## config.mk

```make
export PLATFORM = sky130hd
export DESIGN_NAME = mod_updown_counter
export DESIGN_NICKNAME = d
export VERILOG_FILES = /design/src/rtl/mod_updown_counter.sv
export SDC_FILE = /design/constraint.sdc
export NUM_CORES = 1
export LEC_CHECK = 0
export CAP_MARGIN = 10
export CELL_PAD_IN_SITES_DETAIL_PLACEMENT = 1
export CELL_PAD_IN_SITES_GLOBAL_PLACEMENT = 2
export CORE_ASPECT_RATIO = 1.1
export CORE_MARGIN = 2
export CORE_UTILIZATION = 31
export CTS_CLUSTER_SIZE = 20
export DETAILED_ROUTE_END_ITERATION = 12
export DONT_BUFFER_PORTS = 1
export PLACE_DENSITY_LB_ADDON = 0.1
export SETUP_SLACK_MARGIN = 0.02
export SLEW_MARGIN = 5
export SYNTH_ARGS = -nofsm -noshare
export SYNTH_HDL_FRONTEND = slang
export SYNTH_SLANG_ARGS = --single-unit
export TNS_END_PERCENT = 5
```

## constraint.sdc

```tcl
create_clock -name clk -period 2 [get_ports clk]
set_input_delay 0.4 -clock clk [delete_from_list [all_inputs] [get_ports clk]]
set_output_delay 0.4 -clock clk [all_outputs]
set_load 0.03 [all_outputs]
```

## src/rtl/mod_updown_counter.sv

```systemverilog
// Up/down counter with limit MAX_VAL, wrap or saturate at the limits,
// clamped parallel load, registered terminal-count pulse and sticky ovf/unf flags.
module mod_updown_counter #(
  parameter int          WIDTH    = 8,
  parameter int unsigned MAX_VAL  = 255,
  parameter int          SATURATE = 0,
  parameter int unsigned RST_VAL  = 0
) (
  input  logic             clk,
  input  logic             rst,
  input  logic             en,
  input  logic             u_d,
  input  logic             load,
  input  logic [WIDTH-1:0] load_val,
  input  logic             clr_flags,
  output logic [WIDTH-1:0] count,
  output logic             tc,
  output logic             ovf,
  output logic             unf
);

  localparam logic [WIDTH-1:0] MAX_W = WIDTH'(MAX_VAL);
  localparam logic [WIDTH-1:0] RST_W = WIDTH'(RST_VAL);
  localparam logic [WIDTH-1:0] ZERO  = '0;
  localparam logic [WIDTH-1:0] ONE   = WIDTH'(1);
  localparam bit               SAT   = (SATURATE != 0);

  logic [WIDTH-1:0] count_q, count_d;
  logic             tc_q, tc_d;
  logic             ovf_q, ovf_d;
  logic             unf_q, unf_d;
  logic [WIDTH-1:0] load_clamped;
  logic             ovf_evt, unf_evt;

  assign load_clamped = (load_val > MAX_W) ? MAX_W : load_val;

  // Events only exist on a counting step; load masks them.
  assign ovf_evt = !load && en &&  u_d && (count_q == MAX_W);
  assign unf_evt = !load && en && !u_d && (count_q == ZERO);

  always_comb begin
    count_d = count_q;
    if (load) begin
      count_d = load_clamped;
    end else if (en) begin
      if (u_d) begin
        if (ovf_evt) count_d = SAT ? MAX_W : ZERO;
        else         count_d = count_q + ONE;
      end else begin
        if (unf_evt) count_d = SAT ? ZERO : MAX_W;
        else         count_d = count_q - ONE;
      end
    end
  end

  // A new event beats a coincident clear.
  always_comb begin
    tc_d  = ovf_evt | unf_evt;
    ovf_d = ovf_evt | (ovf_q & ~clr_flags);
    unf_d = unf_evt | (unf_q & ~clr_flags);
  end

  always_ff @(posedge clk or posedge rst) begin
    if (rst) begin
      count_q <= RST_W;
      tc_q    <= 1'b0;
      ovf_q   <= 1'b0;
      unf_q   <= 1'b0;
    end else begin
      count_q <= count_d;
      tc_q    <= tc_d;
      ovf_q   <= ovf_d;
      unf_q   <= unf_d;
    end
  end

  assign count = count_q;
  assign tc    = tc_q;
  assign ovf   = ovf_q;
  assign unf   = unf_q;

endmodule
```

==> results of run 1 <==
state kept, by name, indices dropped and copies added, names as in the netlist:
signal / cells
unf: 1
count: 8
tc: 1
ovf: 1
metal layers:
layer	global-route usage, %	vias up
li1	-	381
met5	0	-
met2	33.7	18
met1	24.2	393
met4	4.40	0
met3	4.31	2
critical path, delay by kind of cell, from the launching register on:
| kind | cells | cell delay [ns] |
|---|---|---|
| compound gates | 1 | 0.11 |
| flops | 1 | 0.42 |
| simple gates | 3 | 1.29 |
logic make-up after synthesis:
| kind of cell | after synthesis |
|---|---|
| fa+ha+maj | 2 |
| buf+inv | 15 |
| xor+xnor | 6 |
| compound gates | 25 |
| mux | 1 |
| simple gates | 41 |
| flops | 11 |
synthesized netlist by cell type:
master | count | area (um2)
or4b_2 | 1 | 10.0
and3b_1 | 1 | 8.76
o32ai_1 | 1 | 8.76
dfrtp_1 | 11 | 275
buf_2 | 2 | 10.0
clkbuf_1 | 3 | 11.3
a211o_1 | 1 | 8.76
or4_4 | 2 | 22.5
a21boi_0 | 1 | 7.51
nand3_1 | 6 | 30.0
o21ai_0 | 6 | 30.0
nor2b_1 | 1 | 6.26
a311oi_1 | 1 | 8.76
nor3b_1 | 1 | 7.51
inv_1 | 8 | 30.0
o311ai_0 | 1 | 8.76
nor4_1 | 1 | 6.26
nand4_1 | 2 | 12.5
nor2_1 | 6 | 22.5
nand2b_1 | 2 | 12.5
a22o_1 | 1 | 8.76
buf_6 | 1 | 11.3
o31ai_1 | 2 | 15.0
o221ai_1 | 1 | 8.76
nor3_1 | 3 | 15.0
o21ai_2 | 1 | 8.76
o31a_1 | 1 | 8.76
ha_1 | 2 | 25.0
or4bb_1 | 1 | 11.3
a22oi_1 | 1 | 7.51
and3_4 | 1 | 11.3
o41ai_1 | 2 | 17.5
nand2_1 | 13 | 48.8
xnor2_1 | 2 | 17.5
a21oi_1 | 5 | 25.0
mux2i_1 | 1 | 10.0
buf_4 | 1 | 7.51
xor2_1 | 4 | 35.0
final timing paths:
| path | endpoint | slack [ns] | cells past startpoint |
|---|---|---|---|
| max in group asynchronous | count[1]$_DFFE_PP0P_ | 1.64 | 1 |
| worst max register to register | count[1]$_DFFE_PP0P_ | 0.1 | 4 |
| worst min register to register | unf$_DFF_PP0_ | 0.69 | 2 |
| worst max-delay path | count[1]$_DFFE_PP0P_ | 0.1 | 4 |
| worst min-delay path | count[6]$_DFFE_PP0P_ | 0.01 | 1 |
| min in group clk | ovf$_DFF_PP0_ | 0.21 | 1 |
where the power goes:
part / total (mW) / internal (mW) / switching [mW]
Sequential: 0.263 / 0.245 / 0.0184
Combinational: 0.259 / 0.103 / 0.156
Clock: 0.159 / 0.0741 / 0.0847
Total: 0.681 / 0.423 / 0.259
cell type report:
cell class | instances | area, um2
fillers | 327 | 1540
multi-input cells | 75 | 518
repair buffers | 12 | 90.1
flip-flops and latches | 11 | 280
inverters | 8 | 30.0
well taps | 31 | 38.8
clock inverters | 1 | 5.00
clock buffers | 3 | 22.5
metrics by stage:
step                      hold WS [ns]  instance area [um2]  worst slack [ns]
after floorplan                  0.252                  870           0.00361
after global placement           0.327                  953             0.121
after detailed placement         0.333                  953            0.0732
after CTS                       0.0214                  981            0.0478
after global routing            0.0255                  985            0.0344
final                           0.0118                  985            0.0993
==> run summary, run 1 <==
Overall power: 0.681 mW
Worst Setup SP: count[2]$_DFFE_PP0P_
Core Util, Final: 39.1%
WP data arrival: 2.10 ns
Final antenna-violating net count: 0
Initial DRC Count: 3
DIE AREA: 3110 um2
Initial antenna violation count: 0
Routed wire per std cell: 17.7 um
CTS H-tree depth: 1
Ports: 25
Final HPWL DP: 2.01 mm
Cts repair resizes: 0
Startpoint class of the critical path: flip-flop
Clk_lat worst skew: 0.28 ns
Setup Skew: 0.00788 ns
Crit-path max FO: 5
Status: finished clean
Largest family of logic cells by synthesized area: simple AND/OR/NAND/NOR gates
CTS tree: done
Met2 WL post-DR: 1.32 mm
Crit path cell chain: or4_4 > or4_4 > and3_4 > o21ai_2
Hold buffer count at CTS: 0
Synth Area in Adders: 3.01%
Hold Crit Class: input pin to async pin
Proportion of synthesized area in mux cells: 1.20%
Clock transition at path regs: 0.08 ns
Clk root buf: clkbuf_4
P per Cell Area: 692 nW/um2
Syn Std Cell Area: 831 um2
Final nets: 127
Pleak: 0.403 nW
Non-filler cells, final: 141
RSZ-0062 raised after global routing: false
Clk buf depth: 2
Post CTS Setup Buffer Count: 0
Tmin final: 1.90 ns
Wire length on met1: 1.04 mm
Vias in the first global route: 884
Most frequent cells in the layout: nand2_1 (13), buf_4 (12), dfrtp_1 (7)
Slew @ Worst Pin: 0.462 ns
Final setup violating endpoints: 0
Slew Limit Fails: 0
Crit-path slowest cell: or4_4
Syn Inst Count: 101
Synth warn: 0
Setup TNS: 0 ns
Port Buffers: 0
DR pass1 iterations: 4
Clock Sink Count: 11
Synth Area per Inst: 8.23 um2
Post-Synth XOR/XNOR Area: 6.33%
DRC Markers: 0
Placeable core region: 2520 um2
Total track usage: 19.4%
Crit Path Category: flip-flop to flip-flop
Final period utilization: 95.0%
Worst endpoint required time: 2.20 ns
Synth Area in Compound Gates: 20.8%
Netlist cell types: 38
Initial Util: 33.0%
Chip height: 58.3 um
Reg2reg start: count[2]$_DFFE_PP0P_
GR Overflow Total: 0
Commonest non-fill, non-tap cell in the layout: nand2_1
DR WL met3: 116 um
Register area share after synthesis: 33.1%
Simple-gate share of the synthesized area: 27.1%
Antenna diodes: 0
Via density: 5.63
MaxCap Viol Count: 0
Cell mode on critical path: or4_4
Routed WL: 2.50 mm
Chip Width: 53.4 um
Slew headroom: 69.1%
Placer congestion estimate: 0.842
Fmax: 526 MHz
Global-route wire length before repair: 4.45 mm
CP Capture Type: flip-flop
Final hold vios: 0
Top Layer Used: met4
Dpl cells: 137
CTS buffer count: 3
Layout area overhead: 18.5%
CP max stage delay: 0.58 ns
Worst IR Drop VDD: 0.360 mV
Via count: 794
Post-synthesis sequential element count: 11
Largest net degree at the start of global routing: 21
Site Rows: 19
Syn_nets: 117
Layout cell share with drive strength beyond 1: 27.3%
Power figures use the tool's default switching activity.
==> run 2: changes to the inputs <==
- CORE_UTILIZATION: 31 -> 33
- CTS_BUF_LIST: default -> sky130_fd_sc_hd__clkbuf_8
==> run 2 against run 1 <==
Net effect:
- critical path depth increased by 2
- final area increased by 2.3%
- global-route usage decreased by 0.57 points
- sequential share of layout area decreased by 0.64 points
- final cell count increased by 0.71%
- power increased by 11%
- utilization increased by 2.1 points
- sequential power about the same
- clock power increased by 48%
- hold slack improved by 0.028 ns
- maximum frequency decreased by 1.1%
==> run summary, run 2 (synthesized netlist as in run 1, its figures left out) <==
Status: finished clean
Chip height: 56.6 um
Slew Limit Fails: 0
Initial DRC Count: 10
Antenna diodes: 0
Ports: 25
CTS H-tree depth: 1
GR Overflow Total: 0
Clk buf depth: 2
Crit path cell chain: inv_2 > ha_4 > or4bb_1 > or4_4 > and3_4 > o21ai_2
Slew @ Worst Pin: 0.446 ns
Number of flip-flops in the largest register: 8
RSZ-0062 raised after global routing: false
Layout area overhead: 21.2%
Cts repair resizes: 0
Most frequent cells in the layout: nand2_1 (13), buf_4 (13), dfrtp_1 (7)
Final hold vios: 0
Post CTS Setup Buffer Count: 0
Number of fill cells: 306
Startpoint class of the critical path: flip-flop
Hold buffer count at CTS: 0
Worst IR Drop VDD: 0.398 mV
Final antenna-violating net count: 0
Tmin final: 1.92 ns
Crit Path Category: flip-flop to flip-flop
DIE AREA: 2940 um2
Final HPWL DP: 1.91 mm
Via density: 5.49
Routed WL: 2.51 mm
Hold Crit Class: input pin to async pin
Setup Skew: 0.00904 ns
Slew headroom: 70.2%
DRC Markers: 0
Vias in the first global route: 836
MaxCap Viol Count: 0
Crit-path slowest cell: or4_4
Largest net degree at the start of global routing: 21
CTS tree: done
Crit-path max FO: 3
DR pass1 iterations: 4
Clock Sink Count: 11
P per Cell Area: 752 nW/um2
Final nets: 128
WP data arrival: 2.09 ns
Chip Width: 51.8 um
Placer congestion estimate: 0.801
Initial Util: 33.9%
Setup TNS: 0 ns
Worst endpoint required time: 2.17 ns
Port Buffers: 0
Clk root buf: clkbuf_8
CP Capture Type: flip-flop
Core Util, Final: 41.1%
Post-route cell area: 1010 um2
Final period utilization: 96.1%
Initial antenna violation count: 0
Clk_lat worst skew: 0.25 ns
Routed wire per std cell: 17.7 um
Total track usage: 18.8%
Global-route wire length before repair: 4.17 mm
Final setup violating endpoints: 0
CTS buffer count: 3
Placeable core region: 2450 um2
Placed cell area: 961 um2
Clock transition at path regs: 0.06 ns
Overall power: 0.758 mW
CP max stage delay: 0.52 ns
Site Rows: 19
Layout cell share with drive strength beyond 1: 27.0%
Pleak: 0.414 nW
Fmax: 520 MHz
Via count: 780
run 2: cell count changes in the layout (fill, tap and decap cells not counted), sizes merged:
cell / change
buf: +1
run 2: routing by layer:
metal  GRT usage, %  up-vias  routed length [um]
li1               -      379                   -
met1           24.3      375                1120
met2           32.2       24                1250
met3           3.72        2                 125
met4           3.38        0                   8
met5              0        -                   0
run 2: worst paths after layout:
path                                            from  cells past startpoint  slack, ns              endpoint
worst max-delay path            count[1]$_DFFE_PP0P_                      6       0.08  count[1]$_DFFE_PP0P_
worst max register to register  count[1]$_DFFE_PP0P_                      6       0.08  count[1]$_DFFE_PP0P_
worst min-delay path                             rst                      1       0.04  count[6]$_DFFE_PP0P_
min in group clk                           clr_flags                      1       0.25         ovf$_DFF_PP0_
max in group asynchronous                        rst                      1       1.62  count[1]$_DFFE_PP0P_
worst min register to register  count[5]$_DFFE_PP0P_                      2       0.66  count[5]$_DFFE_PP0P_
run 2: area by class of cell:
class	count	area [um2]	share of cell area, %
Tap cell	31	38.8	3.85
Multi-Input combinational cell	75	514	51.1
Clock inverter	1	5.00	0.497
Timing Repair Buffer	13	97.6	9.69
Clock buffer	3	41.3	4.10
Sequential cell	11	280	27.8
Inverter	8	30.0	2.98
run 2: critical path, delay by kind of cell, from the launching register on:
| family | cells | cell delay (ns) |
|---|---|---|
| DFF | 1 | 0.41 |
| AOI/OAI and AO/OA | 1 | 0.11 |
| and+or+nand+nor | 3 | 1.13 |
| adders and majority gates | 1 | 0.13 |
| buffers and inverters | 1 | 0.07 |
run 2: report_power, final:
part	internal, mW	total [mW]	switching, mW	leakage, nW
logic	0.104	0.255	0.151	0.255
clock network	0.138	0.236	0.0988	0.0255
registers	0.245	0.266	0.0210	0.134
total	0.487	0.758	0.271	0.414
run 2: stage by stage:
stage / setup WS (ns) / std cells / hold WS, ns
after floorplan: 0.00361 / 101 / 0.252
after global placement: 0.131 / 138 / 0.323
after detailed placement: 0.0999 / 138 / 0.331
after CTS: 0.0804 / 142 / 0.0644
after global routing: 0.0208 / 142 / 0.0711
final: 0.0783 / 142 / 0.0398
==> run 3: changes to the inputs <==
- PLACE_DENSITY: default -> 0.76
- PLACE_DENSITY_LB_ADDON: 0.1 -> default
- clock period: 2 -> 1.7 ns (I/O delays scaled with it)
==> run 3 against run 2 <==
Net effect:
- utilization rose by 3.8 points
- wire length grew 11%
- the run now ends with negative hold slack, negative setup slack left
- sequential power is 16% higher
==> run summary, run 3 (synthesized netlist as in run 1, its figures left out) <==
Setup WS post-layout: -0.162 ns
Dpl cells: 147
Post-route cell area: 1100 um2
Clk buf depth: 2
Tmin final: 1.86 ns
WP data arrival: 2.04 ns
Placeable core region: 2450 um2
Status: finished with violations
CP delay by family, top: simple AND/OR/NAND/NOR gates
Setup Skew: 0.00165 ns
Largest net degree at the start of global routing: 21
Crit Path Category: flip-flop to flip-flop
Min Hold Slack: -0.0137 ns
Sw Ratio: 36.0%
Initial DRC Count: 14
Pleak: 0.465 nW
Dpl ws: -0.172 ns
Final nets: 139
CTS H-tree depth: 1
Routed wire per std cell: 18.2 um
Slew Limit Fails: 0
Failing checks: negative hold slack, negative setup slack
Critical path buffers and inverters: 0
Number of fill cells: 316
Antenna diodes: 0
Placer congestion estimate: 0.893
CP max stage delay: 0.59 ns
Commonest non-fill, non-tap cell in the layout: buf_4
Number of flip-flops in the largest register: 8
Slew headroom: 69.3%
Final hold vios: 11
Total track usage: 22.2%
Final antenna-violating net count: 0
Crit-path max FO: 5
RSZ-0062 raised after global routing: true
CP Capture Type: flip-flop
DIE AREA: 2940 um2
Cell mode on critical path: or4_4
GR Overflow Total: 0
R2R setup slack: -0.16 ns
CTS buffer count: 3
Initial antenna violation count: 0
Worst endpoint required time: 1.87 ns
Sequential power share: 33.1%
DRC Markers: 0
Ports: 25
Routed WL: 2.79 mm
Clock share of power: 29.9%
Switch Pwr: 0.335 mW
Slew @ Worst Pin: 0.460 ns
Crit path cell chain: or4_4 > or4_4 > and3_4 > o21ai_2
Initial Util: 33.9%
Vias in the first global route: 949
Layout area overhead: 32.4%
CTS tree: done
P per Cell Area: 848 nW/um2
Site Rows: 19
Worst IR Drop VDD: 0.496 mV
Chip Width: 51.8 um
Non-filler cells, final: 153
Placed cell area: 1030 um2
Via density: 5.58
Clk_lat worst skew: 0.25 ns
Comb power frac: 37.0%
Clk root buf: clkbuf_8
Most frequent cells in the layout: buf_4 (24), nand2_1 (13), dfrtp_1 (7)
Setup TNS: -0.561 ns
Final setup violating endpoints: 7
Chip height: 56.6 um
Port Buffers: 0
Crit-path slowest cell: or4_4
Final period utilization: 110%
Clock Sink Count: 11
Final HPWL DP: 2.14 mm
Startpoint class of the critical path: flip-flop
DR pass1 iterations: 4
Via count: 853
MaxCap Viol Count: 0
Layout cell share with drive strength beyond 1: 35.2%
Clock transition at path regs: 0.06 ns
Fmax: 537 MHz
Int Pwr: 0.597 mW
Global-route wire length before repair: 4.84 mm
Hold Crit Class: input pin to async pin
## run 3: cell count changes in the layout (fill, tap and decap cells not counted)
cell and change:
buf_4 +11, nor4_2 +1, a21oi_2 +1, a21oi_1 -1, nor4_1 -1
## run 3: final cells by class
class | count | area, um2 | share of cell area (%)
multi-input cells | 75 | 524 | 47.7
flip-flops and latches | 11 | 280 | 25.5
repair buffers | 24 | 180 | 16.4
clock buffers | 3 | 41.3 | 3.75
well taps | 31 | 38.8 | 3.53
inverters | 8 | 30.0 | 2.73
clock inverters | 1 | 5.00 | 0.455
## run 3: stage by stage
step / total power, mW / hold slack, ns / utilization (%)
after global placement: 0.636 / 0.251 / 42.0
final: 0.932 / -0.0137 / 44.9
after floorplan: 0.544 / 0.192 / -
after global routing: 0.990 / 0.0257 / 44.9
after detailed placement: 0.650 / 0.266 / 42.0
after CTS: 0.943 / 0.000882 / 44.5
## run 3: per-layer routing
| layer | track usage (%) | vias to the layer above | part of all wire [%] |
|---|---|---|---|
| li1 | - | 403 | - |
| met1 | 27.0 | 429 | 40 |
| met2 | 38.3 | 18 | 54 |
| met3 | 4.52 | 3 | 4.3 |
| met4 | 6.77 | 0 | 1.1 |
| met5 | 0 | - | 0 |
## run 3: final timing paths
kind | start | cells past startpoint | end
worst max-delay path | count[3]$_DFFE_PP0P_ | 4 | count[1]$_DFFE_PP0P_
worst min-delay path | rst | 1 | count[4]$_DFFE_PP0P_
worst max register to register | count[3]$_DFFE_PP0P_ | 4 | count[1]$_DFFE_PP0P_
worst min register to register | count[5]$_DFFE_PP0P_ | 3 | count[5]$_DFFE_PP0P_
max in group asynchronous | rst | 1 | count[0]$_DFFE_PP0P_
min in group clk | clr_flags | 1 | ovf$_DFF_PP0_
## run 3: power by group through the flow
stage | combinational, mW | sequential, mW | clock (mW)
detailed placement | 0.338 | 0.312 | 0
finish | 0.345 | 0.308 | 0.279
global route | 0.378 | 0.312 | 0.300
global placement | 0.325 | 0.311 | 0
floorplan | 0.166 | 0.379 | 0
CTS | 0.345 | 0.308 | 0.289
## run 3: what timing repair did
action | CTS | global route
hold buffers | 0 | 0
resized for setup | 0 | 2
buffers inserted | 2 | 0
pin swaps | 2 | 1
setup endpoints to repair | 7 | 8
